<file path="src/rtl/srl_rf_update_ctrl_if.sv">
// rtl/srl_rf_update_ctrl_if.sv - rule-update request handshake between software side and the SRL update sequencer
interface srl_rf_update_ctrl_if #(
    parameter int COL_W = 3
);
    logic             req_valid;
    logic             req_ready;
    logic [COL_W-1:0] req_col;
    logic             req_all;
    logic [4:0]       req_key;
    logic [4:0]       req_mask;
    logic             req_del;

    modport master (
        output req_valid,
        output req_col,
        output req_all,
        output req_key,
        output req_mask,
        output req_del,
        input  req_ready
    );

    modport slave (
        input  req_valid,
        input  req_col,
        input  req_all,
        input  req_key,
        input  req_mask,
        input  req_del,
        output req_ready
    );
endinterface

</file>
<file path="src/rtl/srl_rf_update_ctrl.sv">
// rtl/srl_rf_update_ctrl.sv - serial shift sequencer writing one rule's 32-entry match vector into SRL32 columns
module srl_rf_update_ctrl #(
    parameter int NUM_COL = 8,
    parameter int COL_W   = 3
) (
    input  logic                 clk,
    input  logic                 rst_n,
    srl_rf_update_ctrl_if.slave  req,
    output logic                 srl_d,
    output logic [NUM_COL-1:0]   srl_ce,
    output logic                 busy,
    output logic                 done,
    output logic                 err
);

    typedef enum logic [1:0] {
        ST_IDLE  = 2'd0,
        ST_SHIFT = 2'd1,
        ST_DONE  = 2'd2
    } state_t;

    // Column count widened by one bit so an out-of-range index can be detected
    // even when NUM_COL equals 2**COL_W.
    localparam logic [COL_W:0] NUM_COL_EXT = (COL_W + 1)'(NUM_COL);

    state_t               state_q;
    state_t               state_d;
    logic                 accept;

    logic [4:0]           cnt_q;
    logic [4:0]           key_q;
    logic [4:0]           mask_q;
    logic                 del_q;
    logic [NUM_COL-1:0]   colmask_q;
    logic                 err_q;

    logic [COL_W-1:0]     col_in;
    logic [NUM_COL-1:0]   col_onehot;
    logic [NUM_COL-1:0]   colmask_d;
    logic                 col_oor;
    logic                 err_d;

    assign col_in = req.req_col;

    // Decode the requested column; an out-of-range index yields an empty mask.
    always_comb begin
        col_onehot = '0;
        for (int i = 0; i < NUM_COL; i++) begin
            if (col_in == COL_W'(i)) begin
                col_onehot[i] = 1'b1;
            end
        end
    end

    assign col_oor   = ({1'b0, col_in} >= NUM_COL_EXT);
    assign colmask_d = req.req_all ? {NUM_COL{1'b1}} : col_onehot;
    assign err_d     = ~req.req_all & col_oor;

    // State register; reset wins over accept and over leaving DONE.
    always_ff @(posedge clk) begin
        if (!rst_n) begin
            state_q <= ST_IDLE;
        end else begin
            state_q <= state_d;
        end
    end

    // Next-state logic: accept in IDLE, 32 shift cycles, one DONE cycle.
    always_comb begin
        state_d = state_q;
        accept  = 1'b0;
        case (state_q)
            ST_IDLE: begin
                if (req.req_valid) begin
                    accept  = 1'b1;
                    state_d = ST_SHIFT;
                end
            end
            ST_SHIFT: begin
                if (cnt_q == 5'd0) begin
                    state_d = ST_DONE;
                end
            end
            ST_DONE: begin
                state_d = ST_IDLE;
            end
            default: begin
                state_d = ST_IDLE;
            end
        endcase
    end

    // Request capture on accept and address countdown during the shift; the
    // counter wraps from 0 back to 31 so it is ready for the next request.
    always_ff @(posedge clk) begin
        if (!rst_n) begin
            cnt_q     <= 5'd31;
            key_q     <= 5'd0;
            mask_q    <= 5'd0;
            del_q     <= 1'b0;
            colmask_q <= '0;
            err_q     <= 1'b0;
        end else if (accept) begin
            cnt_q     <= 5'd31;
            key_q     <= req.req_key;
            mask_q    <= req.req_mask;
            del_q     <= req.req_del;
            colmask_q <= colmask_d;
            err_q     <= err_d;
        end else if (state_q == ST_SHIFT) begin
            cnt_q     <= cnt_q - 5'd1;
        end
    end

    // Outputs come from registered state only, never from the req_* inputs.
    always_comb begin
        req.req_ready = (state_q == ST_IDLE);
        busy          = (state_q == ST_SHIFT) || (state_q == ST_DONE);
        done          = (state_q == ST_DONE);
        err           = (state_q == ST_DONE) & err_q;
        srl_ce        = '0;
        srl_d         = 1'b0;
        if (state_q == ST_SHIFT) begin
            srl_ce = colmask_q;
            srl_d  = ~del_q & (((cnt_q ^ key_q) & ~mask_q) == 5'd0);
        end
    end

endmodule

</file>
<file path="src/flat_wrapper.sv">
// flat-port wrapper written by rule: the top's interface ports become plain ports
module srl_rf_update_ctrl_flat 
#(
    parameter int NUM_COL = 8,
    parameter int COL_W   = 3
)
  (clk, rst_n, srl_d, srl_ce, busy, done, err, req_req_valid, req_req_col, req_req_all, req_req_key, req_req_mask, req_req_del, req_req_ready);
  srl_rf_update_ctrl_if #(.COL_W(COL_W)) req_i ();
  input  logic clk;
  input  logic rst_n;
  output logic srl_d;
  output logic [NUM_COL-1:0] srl_ce;
  output logic busy;
  output logic done;
  output logic err;
  input wire logic [$bits(req_i.req_valid)-1:0] req_req_valid;
  input wire logic [$bits(req_i.req_col)-1:0] req_req_col;
  input wire logic [$bits(req_i.req_all)-1:0] req_req_all;
  input wire logic [$bits(req_i.req_key)-1:0] req_req_key;
  input wire logic [$bits(req_i.req_mask)-1:0] req_req_mask;
  input wire logic [$bits(req_i.req_del)-1:0] req_req_del;
  output wire logic [$bits(req_i.req_ready)-1:0] req_req_ready;
  assign req_i.req_valid = req_req_valid;
  assign req_i.req_col = req_req_col;
  assign req_i.req_all = req_req_all;
  assign req_i.req_key = req_req_key;
  assign req_i.req_mask = req_req_mask;
  assign req_i.req_del = req_req_del;
  assign req_req_ready = req_i.req_ready;
  srl_rf_update_ctrl #(.NUM_COL(NUM_COL), .COL_W(COL_W)) u_core (.clk(clk), .rst_n(rst_n), .req(req_i), .srl_d(srl_d), .srl_ce(srl_ce), .busy(busy), .done(done), .err(err));
endmodule
</file>
<file path="config.mk">
export PLATFORM = sky130hd
export DESIGN_NAME = srl_rf_update_ctrl_flat
export DESIGN_NICKNAME = d
export VERILOG_FILES = /design/src/rtl/srl_rf_update_ctrl_if.sv /design/src/rtl/srl_rf_update_ctrl.sv /design/src/flat_wrapper.sv
export SDC_FILE = /design/constraint.sdc
export NUM_CORES = 1
export LEC_CHECK = 0
export BUFFER_PORTS_ARGS = -buffer_cell sky130_fd_sc_hd__buf_4
export CAP_MARGIN = 20
export CORE_MARGIN = 5
export CORE_UTILIZATION = 32
export CTS_BUF_LIST = sky130_fd_sc_hd__clkbuf_4 sky130_fd_sc_hd__clkbuf_8 sky130_fd_sc_hd__clkbuf_16
export DETAILED_ROUTE_END_ITERATION = 10
export PLACE_DENSITY = 0.63
export SLEW_MARGIN = 20
export SYNTH_ARGS = -nofsm -noshare
export SYNTH_HDL_FRONTEND = slang
export SYNTH_SLANG_ARGS = --single-unit
</file>
<file path="constraint.sdc">
create_clock -name clk -period 1.6 [get_ports clk]
set_input_delay 0.08 -clock clk [delete_from_list [all_inputs] [get_ports clk]]
set_output_delay 0.08 -clock clk [all_outputs]
set_load 0.01 [all_outputs]
</file>
# Word level (Yosys, flattened, before mapping)
# Index checks and enable logic that the tools add are counted.
# classes
n_addsub	1
n_eq_ne	11
bitwise_logic	6
n_reduce_logical	7
muxes	16
# ops
cell	count
2-to-1 mux 8 bit	2
== test 3 bit, second input constant	4
2-to-1 mux 1 bit	11
zero test 5 bit	2
== test 3 x 2 -> 1 bit, second input constant	2
AND 5 bit	1
inverter 5 bit	1
subtractor 5 x 1 -> 5 bit, second input constant	1
XOR 5 bit	1
2-to-1 mux 2 bit	2
case mux 2 bit (2 select lines)	1
== test 3 x 1 -> 1 bit, second input constant	1
zero test 3 bit	1
== test 2 x 1 -> 1 bit, second input constant	1
== test 2 bit, second input constant	1
zero test 2 bit	1
!= test 2 x 1 -> 1 bit, second input constant	1
!= test 2 bit, second input constant	1
inverter 1 bit	2
AND reduction 2 bit	1
OR reduction 2 bit	1
AND 1 bit	1
logical OR 1 bit	1
# word_totals
out_inout_bits	13
inputBits	18
wordCells	47
regBits	26

# Depth between registers and ports, before layout
# Gate-level depths: netlist (run 1).
# depth
ltp_word	5
mapped_depth	7
mapped_depth_nobuf	5

# Worst setup path before layout (run 1)
# Ideal clock, no wire load.
# synth_path
path_type	register -> register
start	register u_core.state_q[0]
end	register u_core.colmask_q[5]
arrival_ps	1330
required_time_ps	1483
n_path_buf	2
synth_period_minus_slack_ps	1447
setup_slack_ps	153
setup_ps	117
stages_incl_launch_ff	8
cell_sequence	dfxtp_1 inv_1 ha_1 and2_1 buf_2 buf_2 o21ai_0 nor2_1
# synth_between
elab_chain_cells	2
# synth_rtl
item	line_no	text
from (decl)	srl_rf_update_ctrl.sv:26	state_t state_q;
from (signal assigned)	srl_rf_update_ctrl.sv:64	state_q <= state_d;
zero test 2 bit	-	
via req_req_ready	flat_wrapper.sv:22	output wire logic [$bits(req_i.req_ready)-1:0] req_req_ready;
2-to-1 mux 1 bit	srl_rf_update_ctrl.sv:72	case (state_q)
to (signal assigned)	srl_rf_update_ctrl.sv:108	colmask_q <= colmask_d;
to (decl)	srl_rf_update_ctrl.sv:34	logic [NUM_COL-1:0] colmask_q;
# The timed path passes the listed nets, and every way through them passes these cells.
# A chain may end at the register's enable or synchronous reset.

# Worst setup path in the final report (run 1)
# layout_path
start	register u_core.cnt_q[0]
end	register u_core.state_q[0]
# layout_between
elab_chain_cells	3
# layout_rtl
item	line_no	text
from (decl)	srl_rf_update_ctrl.sv:30	logic [4:0] cnt_q;
from (signal assigned)	srl_rf_update_ctrl.sv:111	cnt_q <= cnt_q - 5'd1;
zero test 5 bit	srl_rf_update_ctrl.sv:80	if (cnt_q == 5'd0) begin
!= test 2 x 1 -> 1 bit (no source line)	-	
AND reduction 2 bit (no source line)	-	
# Every way passes these cells.

==> impl_metrics.tcl, run 1 <==
set metrics [dict create \
    power.total_uw 2160 \
    cts-root-buf "clkbuf_8" \
    gp_congestion 0.818 \
    clkLatencyLatePin_ps 270 \
    wire_per_inst_microns 13.0 \
    syn2layout_area_growth_pct 29.8 \
    port_buffers 29 \
    power_density_nw_per_um2 1320 \
    num_rows 22 \
    dp_slack_ps 57.2 \
    worst-r2r-cell-count 5 \
    hold_violations 0 \
    min_period_ps 1510 \
    maxCapViolCount 0 \
    hold_path.class "primary input to flip-flop" \
    cp-end-kind "flip-flop" \
    synth_edf_count 0 \
    register_area_sq_um 523 \
    r2r-start "u_core.cnt_q[0]" \
    avgSynthCellArea_sq_um 8.56 \
    power.leakage_uw 0.000702 \
    synth_common_cells "nand2_1 (29), dfxtp_1 (26), a21boi_0 (11), and2_1 (9)" \
    io_pins 31 \
    multi_input_area_sq_um 699 \
    coreArea_sq_um 3740 \
    drt-initial-drc-count 46 \
    ys_async_sr_fraction 0 \
    power.switching_uw 687 \
    clock_skew_ps 4.38 \
    cts_sinks 26 \
    r2r_end "u_core.state_q[0]" \
    die_h_microns 72.7 \
    startpoint "u_core.cnt_q[0]" \
    synth_seq_cells 26 \
    layout_setup_ws_ps 88.0 \
    fin_crit_sh 0.945 \
    syn-cell-area_sq_um 1260 \
    final-setup-viol-count 0 \
    syn_nets 172 \
    crit_end "u_core.state_q[0]" \
    die_w_microns 72.7 \
    placed_cells 220 \
    synth_area_leader_cell "dfxtp_1" \
    ys_warn_count 0 \
    critPathKind "flip-flop to flip-flop" \
    viasPerCell 4.84 \
    start_util 0.336 \
    synthTopCellsByArea "dfxtp_1 (41%), nand2_1 (8.6%), ha_1 (7.0%), a21boi_0 (6.6%), xnor2_1 (4.9%)" \
    synthCells 147 \
    worstPathMaxFanout 4 \
    grt_pass1_wl_microns 4780 \
    post_cts_buffers 0 \
    cts_buffers 3 \
    p_int_uw 1470 \
    drt-total-wl_microns 2910 \
    drc 0 \
    cp.arrival_ps 1700 \
    required_ps 1790 \
    drive_gt1_frac 0.278 \
    synth_top_flop_cell "dfxtp_1" \
    stdcell_count 224 \
    p_sw_frac 0.318 \
    synth_cell_type_count 30 \
    grt_pass1_vias 1047 \
    final_area_sq_um 1630 \
    dpl.hpwl_microns 2150 \
    nets 202 \
    htreeDepth 1 \
    r2r_slack_ps 90 \
    clk_pin_slew_ps 90 \
    peakVddDrop_mv 0.808 \
    pwr-share-seq 0.400 \
    place_area_sq_um 1530 \
    first_pass_iters 4 \
    synthMostInstantiatedCell "nand2_1" \
    diodes 0 \
    clockBufferDepth 2 \
    startpoint_type "flip-flop" \
    power.share.clock 0.250 \
    outcome "finished clean" \
    max_freq_mhz 661 \
    grt_max_degree 29 \
    p_comb_frac 0.350 \
    slew_violations 0 \
    overflow 0 \
    dieArea_sq_um 5290 \
    drtAntennaViolNets 0 \
    synth_top_area_share 0.414 \
    seq_area_frac_synth 0.414 \
    cts_tree "yes" \
    grt_antenna_before_repair 0 \
    vias 1085 \
    grt_use_total 0.114 \
    fillers 387 \
    cts_hold_buffers 0 \
]
==> power groups by stage <==
stage / registers (uW) / logic (uW) / clock network, uW
2_1_floorplan: 841 / 473 / 0
3_3_place_gp: 857 / 715 / 0
3_5_place_dp: 866 / 730 / 0
4_1_cts: 852 / 736 / 550
5_1_grt: 878 / 844 / 586
6_report: 864 / 755 / 540
==> area by class of cell <==
cell class                 instances  area share
inverter                           6      0.0153
sequential                        26       0.320
multi-input combinational        106       0.428
clock buffer                       3      0.0253
tap                               48      0.0368
timing repair buffer              34       0.156
clock inverter                     1      0.0184
==> through the flow <==
| stage | hold WS (ps) | utilization | setup TNS (ps) |
|---|---|---|---|
| floorplan | 225 | - | 0 |
| global route | 61.6 | 0.436 | -1.82 |
| CTS | 58.5 | 0.429 | 0 |
| detailed placement | 352 | 0.410 | 0 |
| finish | 58.9 | 0.436 | 0 |
| global placement | 343 | 0.410 | 0 |
==> state kept, by name (all words and copies together), names as in the netlist <==
signal            flops
u_core.cnt_q          5
u_core.key_q          5
u_core.del_q          1
u_core.state_q        2
u_core.colmask_q      8
u_core.mask_q         5
==> placed cells by master, fill, tap and decap left out, drive strengths merged, types with 3 or more instances in the layout <==
cell,instances
nand2,29
ha,7
nor2,5
and2,9
dfxtp,26
xnor2,7
a31oi,3
inv,6
nor3,4
buf,34
clkbuf,3
a21boi,11
o21ai,6
o221a,4
nand3,4
==> critical path, stage by stage, from the launching register on <==
cell and delay [ps]:
dfxtp_1 360, inv_1 90, ha_1 140, or4b_4 480, a21oi_4 170, mux2i_1 200
==> cell families (layout without fill, tap and decap cells) <==
logic type               Yosys count  in the layout  synth area share
XOR/XNOR                           8              8            0.0557
AO/OA/AOI/OAI                     29             29             0.167
AND/OR/NAND/NOR                   59             59             0.226
multiplexers                       2              2            0.0159
adder cells (fa/ha/maj)            7              7            0.0696
flip-flops                        26             26             0.414
other                              1              1           0.00298
buffers and inverters             15             44            0.0497
==> layer usage <==
layer,part of all wire,global-route usage
met5,0,0
met4,0.0079,0.0307
met3,0.062,0.0386
met2,0.46,0.174
met1,0.47,0.154
==> how the worst min path moves through the flow <==
stage                                from  depth (start not counted)          endpoint
after floorplan            req_req_key[0]                          2   u_core.key_q[0]
after global placement    req_req_mask[4]                          3  u_core.mask_q[4]
after detailed placement   req_req_key[3]                          3   u_core.key_q[3]
after CTS                  req_req_key[3]                          3   u_core.key_q[3]
after global routing      req_req_mask[4]                          3  u_core.mask_q[4]
final                      req_req_key[3]                          3   u_core.key_q[3]
==> what timing repair did <==
item | 4_1_cts | 5_1_grt
gates cloned | 0 | 0
pin swaps | 1 | 2
endpoints found under the setup margin | 1 | 3
resized for setup | 1 | 7
Note: power is estimated with default switching activity, not from simulation.
==> inputs of run 2 (changes only) <==
Settings changed: ABC_AREA set to 1.
==> run 2 against run 1 <==
  * Cell count increased by 18%
  * Utilization decreased by 1.8 points
  * Combinational power increased by 34%
  * Design area grew 0.92%
  * Setup slack worse by 41 ps
  * Register-to-register slack improved by 50 ps
  * Die area is 1.9% higher
  * Clock power about the same
  * Sequential cell count did not move
  * Non-clock buffer count fell by 1
  * Power increased by 16%
  * Largest cell class unchanged
  * Largest power group is now combinational cells
==> impl_metrics.tcl, run 2 <==
set metrics [dict create \
    synth_edf_count 0 \
    maxCapViolCount 0 \
    synth_area_leader_cell "dfxtp_1" \
    post-route-util 0.418 \
    ys_async_sr_fraction 0 \
    clockBufferDepth 2 \
    regMostFlops "u_core.colmask_q" \
    grt_use_total 0.109 \
    outcome "finished clean" \
    synth_cell_type_count 24 \
    layout_commonest_cell "buf_4" \
    seq_area_frac_synth 0.405 \
    power_density_nw_per_um2 1520 \
    cp-end-kind "output port" \
    grt_pass1_wl_microns 4620 \
    grt_max_degree 21 \
    io_pins 31 \
    gp_congestion 0.777 \
    synthMostInstantiatedCell "nor2_1" \
    final_cell_mix "buf_4 (33), nor2_1 (31), nand2_1 (27)" \
    stdcell_count 264 \
    critPathKind "flip-flop to output port" \
    syn-cell-area_sq_um 1290 \
    clk_pin_slew_ps 90 \
    postCtsResizedCells 5 \
    diodes 0 \
    drt-initial-drc-count 26 \
    drive_gt1_frac 0.210 \
    cp.arrival_ps 1470 \
    pwr-share-seq 0.382 \
    port_buffers 29 \
    power.leakage_uw 0.000841 \
    wire_per_inst_microns 10.3 \
    power.switching_uw 899 \
    worstPathMaxFanout 4 \
    ys_warn_count 0 \
    p_sw_frac 0.359 \
    start_util 0.326 \
    cts-root-buf "clkbuf_8" \
    synth_seq_cells 26 \
    largest_reg_flops 8 \
    cts_hold_buffers 0 \
    synth_top_flop_cell "dfxtp_1" \
    rsz0062_at_grt "yes" \
    synth_top_area_share 0.405 \
    avgSynthCellArea_sq_um 7.03 \
    max_freq_mhz 644 \
    htreeDepth 1 \
    syn_nets 208 \
    die_h_microns 73.4 \
    die_w_microns 73.4 \
    placed_cells 260 \
    drc 0 \
    min_period_ps 1550 \
    syn2layout_area_growth_pct 28.2 \
    required_ps 1520 \
    dieArea_sq_um 5390 \
    overflow 0 \
    grt_antenna_before_repair 0 \
    vias 1159 \
    first_pass_iters 4 \
    p_comb_frac 0.402 \
    clock_skew_ps 3.15 \
    nets 240 \
    fin_crit_sh 0.971 \
    dpl.hpwl_microns 2080 \
    cts_buffers 3 \
    cts_sinks 26 \
    coreArea_sq_um 3940 \
    power.share.clock 0.216 \
    peakVddDrop_mv 0.766 \
    slew_violations 0 \
    synthTopCellsByArea "dfxtp_1 (40%), nor2_1 (9.0%), inv_1 (7.9%), nand2_1 (7.9%), o21ai_0 (7.8%)" \
    clkLatencyLatePin_ps 270 \
    final-setup-viol-count 0 \
    hold_path.class "primary input to flip-flop" \
    viasPerCell 4.39 \
    drt-total-wl_microns 2730 \
    p_int_uw 1610 \
    cts_tree "yes" \
    grt_pass1_vias 1051 \
    startpoint_type "flip-flop" \
    hold_violations 0 \
    drtAntennaViolNets 0 \
    synth_common_cells "nor2_1 (31), inv_1 (27), nand2_1 (27), dfxtp_1 (26), o21ai_0 (20)" \
    fillers 389 \
    synthCells 183 \
    num_rows 23 \
    post_cts_buffers 0 \
]
==> run 2: cell families after synthesis <==
kind of cell | count (synthesis) | share of synthesized area
AOI/OAI and AO/OA | 34 | 0.134
xor gates and xnor gates | 3 | 0.0204
adders and majority gates | 7 | 0.0681
buffers and inverters | 35 | 0.115
DFF | 26 | 0.405
other | 1 | 0.00292
and+or+nand+nor | 77 | 0.255
==> run 2: critical path: stages, from the launching register on <==
cell and delay (ps):
dfxtp_2 350, inv_4 80, ha_4 140, inv_2 50, or2_0 190, a21oi_1 130
nand2_1 70, nor2_1 80, buf_4 120
==> run 2: worst paths after layout <==
path                startpoint              end  slack, ps  cells after the start
max          u_core.state_q[1]            srl_d         50                      8
min             req_req_key[3]  u_core.key_q[3]         50                      3
max reg2reg  u_core.state_q[0]  u_core.cnt_q[1]        140                      6
min reg2reg    u_core.key_q[2]  u_core.key_q[2]        470                      2
==> run 2: routing by layer <==
| layer | global-route usage | vias to the layer above | part of all wire |
|---|---|---|---|
| met5 | 0 | - | 0 |
| li1 | - | 631 | - |
| met4 | 0.0423 | 0 | 0.018 |
| met3 | 0.0205 | 4 | 0.037 |
| met2 | 0.176 | 20 | 0.44 |
| met1 | 0.143 | 504 | 0.50 |
==> run 2: power by group through the flow <==
stage / Sequential [uW] / Clock, uW / Combinational (uW)
3_5_place_dp: 948 / 0 / 992
3_3_place_gp: 947 / 0 / 987
5_1_grt: 982 / 579 / 1160
6_report: 957 / 542 / 1010
4_1_cts: 946 / 558 / 1020
2_1_floorplan: 922 / 0 / 680
==> run 2: area by class of cell <==
class                      count  area [sq um]  area share
tap                           50          62.6      0.0379
clock inverter                 1          30.0      0.0182
inverter                      29           111      0.0675
timing repair buffer          33           248       0.150
clock buffer                   3          41.3      0.0250
sequential                    26           526       0.319
multi-input combinational    122           631       0.382
==> run 2: through the flow <==
stage	hold slack [ps]	instance area [sq um]	setup TNS (ps)	setup WS [ps]	power, uW
finish	48.9	1650	0	46.5	2510
global route	65.7	1650	-59.7	-59.7	2720
CTS	46.8	1640	0	17.6	2520
detailed placement	337	1560	0	109	1940
global placement	331	1560	0	179	1930
floorplan	230	1290	0	251	1600
==> inputs of run 3 (changes only) <==
--- a/config.mk
+++ b/config.mk
@@ -10,3 +10,3 @@
 export CAP_MARGIN = 20
-export CORE_MARGIN = 5
+export CORE_MARGIN = 1.5
 export CORE_UTILIZATION = 32
--- a/constraint.sdc
+++ b/constraint.sdc
@@ -3,2 +3,2 @@
 set_output_delay 0.08 -clock clk [all_outputs]
-set_load 0.01 [all_outputs]
+set_load 0.1 [all_outputs]
==> run 3 against run 2 <==
  * The flow now finishes with violations (setup timing)
  * Global-route usage increased by 2.7 points
  * Clock skew about the same
  * Clock power about the same
  * Setup slack got worse by 66 ps
  * Highest routed layer unchanged
  * Largest power group unchanged
  * Power increased by 25%
  * Sequential power decreased by 0.8%
  * Register-to-register slack improved by 50 ps
==> impl_metrics.tcl, run 3 (synthesized netlist as in run 2, its figures left out) <==
set metrics [dict create \
    slew_violations 0 \
    grt_use_total 0.135 \
    setup_tns_ps -20.0 \
    dpl.hpwl_microns 2070 \
    max_freq_mhz 617 \
    coreArea_sq_um 3770 \
    grt_max_degree 21 \
    cts_tree "yes" \
    cts_hold_buffers 0 \
    outcome "complete, but fails checks" \
    cp-end-kind "output port" \
    required_ps 1520 \
    cts_sinks 26 \
    cp.arrival_ps 1540 \
    violations "setup timing" \
    power.leakage_uw 0.000854 \
    port_buffers 29 \
    drt-initial-drc-count 31 \
    drc 0 \
    dp_slack_ps 121 \
    first_pass_iters 4 \
    place_area_sq_um 1580 \
    dieArea_sq_um 4410 \
    num_rows 22 \
    overflow 0 \
    largest_reg_flops 8 \
    startpoint_type "flip-flop" \
    gp_congestion 0.752 \
    critPathKind "flip-flop to output port" \
    layout_setup_ws_ps -20.0 \
    hold_violations 0 \
    wire_per_inst_microns 10.4 \
    clkLatencyLatePin_ps 270 \
    maxCapViolCount 0 \
    htreeDepth 1 \
    grt_pass1_wl_microns 4610 \
    rsz0062_at_grt "yes" \
    placed_cells 259 \
    drtAntennaViolNets 0 \
    cts_buffers 3 \
    grt_pass1_vias 1054 \
    nets 242 \
    syn2layout_area_growth_pct 31.5 \
    clock_skew_ps 2.85 \
    power_density_nw_per_um2 1850 \
    die_w_microns 66.4 \
    viasPerCell 4.44 \
    cts-root-buf "clkbuf_8" \
    drive_gt1_frac 0.227 \
    start_util 0.341 \
    layout_commonest_cell "buf_4" \
    worstPathMaxFanout 4 \
    clk_pin_slew_ps 90 \
    stdcell_count 264 \
    hold_path.class "primary input to flip-flop" \
    final_cell_mix "buf_4 (34), nor2_1 (30), nand2_1 (27)" \
    diodes 0 \
    vias 1173 \
    clockBufferDepth 2 \
    fin_crit_sh 1.01 \
    post-route-util 0.449 \
    grt_antenna_before_repair 0 \
    regMostFlops "u_core.colmask_q" \
    drt-total-wl_microns 2750 \
    min_period_ps 1620 \
    io_pins 31 \
    die_h_microns 66.4 \
    peakVddDrop_mv 1.40 \
    final_area_sq_um 1690 \
    final-setup-viol-count 1 \
]
==> run 3: cell count changes in the layout (fill, tap and decap cells not counted), sizes merged <==
cell	previous run	this run
buf	33	35
==> run 3: layout make-up <==
class / count / area [sq um]
multi-input cells: 122 / 651
fillers: 370 / 2080
flip-flops and latches: 26 / 526
well taps: 48 / 60.1
inverters: 29 / 109
clock inverters: 1 / 30.0
clock buffers: 3 / 41.3
repair buffers: 35 / 275
==> run 3: metal layers <==
metal  vias to the layer above  track usage  routed length [microns]
met5                         -            0                        0
met4                         0       0.0587                       53
met3                         6       0.0256                       85
met2                        18        0.215                     1230
met1                       515        0.178                     1390
li1                        634            -                        -
==> run 3: power breakdown <==
group          switching, uW  internal (uW)  leakage (uW)  total, uW
clock                    209            335     0.0000357        544
combinational           1170            477      0.000602       1640
sequential               111            838      0.000216        949
total                   1490           1650      0.000854       3140
==> run 3: path summary, 6_finish.rpt <==
path                startpoint               end  slack [ps]  depth (start not counted)
max          u_core.state_q[1]             srl_d         -20                          8
min reg2reg    u_core.key_q[0]   u_core.key_q[0]         480                          2
max reg2reg  u_core.state_q[1]   u_core.cnt_q[1]         190                          7
min            req_req_mask[2]  u_core.mask_q[2]          60                          3
==> run 3: critical path, cell delays in order (launching register included) <==
cell and delay, ps:
dfxtp_2 330, inv_2 70, ha_4 130, inv_2 40
or2_0 190, a21oi_1 120, nand2_1 100, nor2_4 110
buf_12 180
==> run 3: what timing repair did <==
action | 4_1_cts | 5_1_grt
resized for setup | 9 | 0
pin swaps | 2 | 2
endpoints found under the setup margin | 1 | 1
gates cloned | 0 | 0
setup buffers | 1 | 0
==> run 3: metrics by stage <==
step | power (uW) | hold WS (ps)
after floorplan | 2280 | 230
after global placement | 2540 | 329
after detailed placement | 2560 | 342
after CTS | 3160 | 52.5
after global routing | 3350 | 67.9
final | 3140 | 56.4
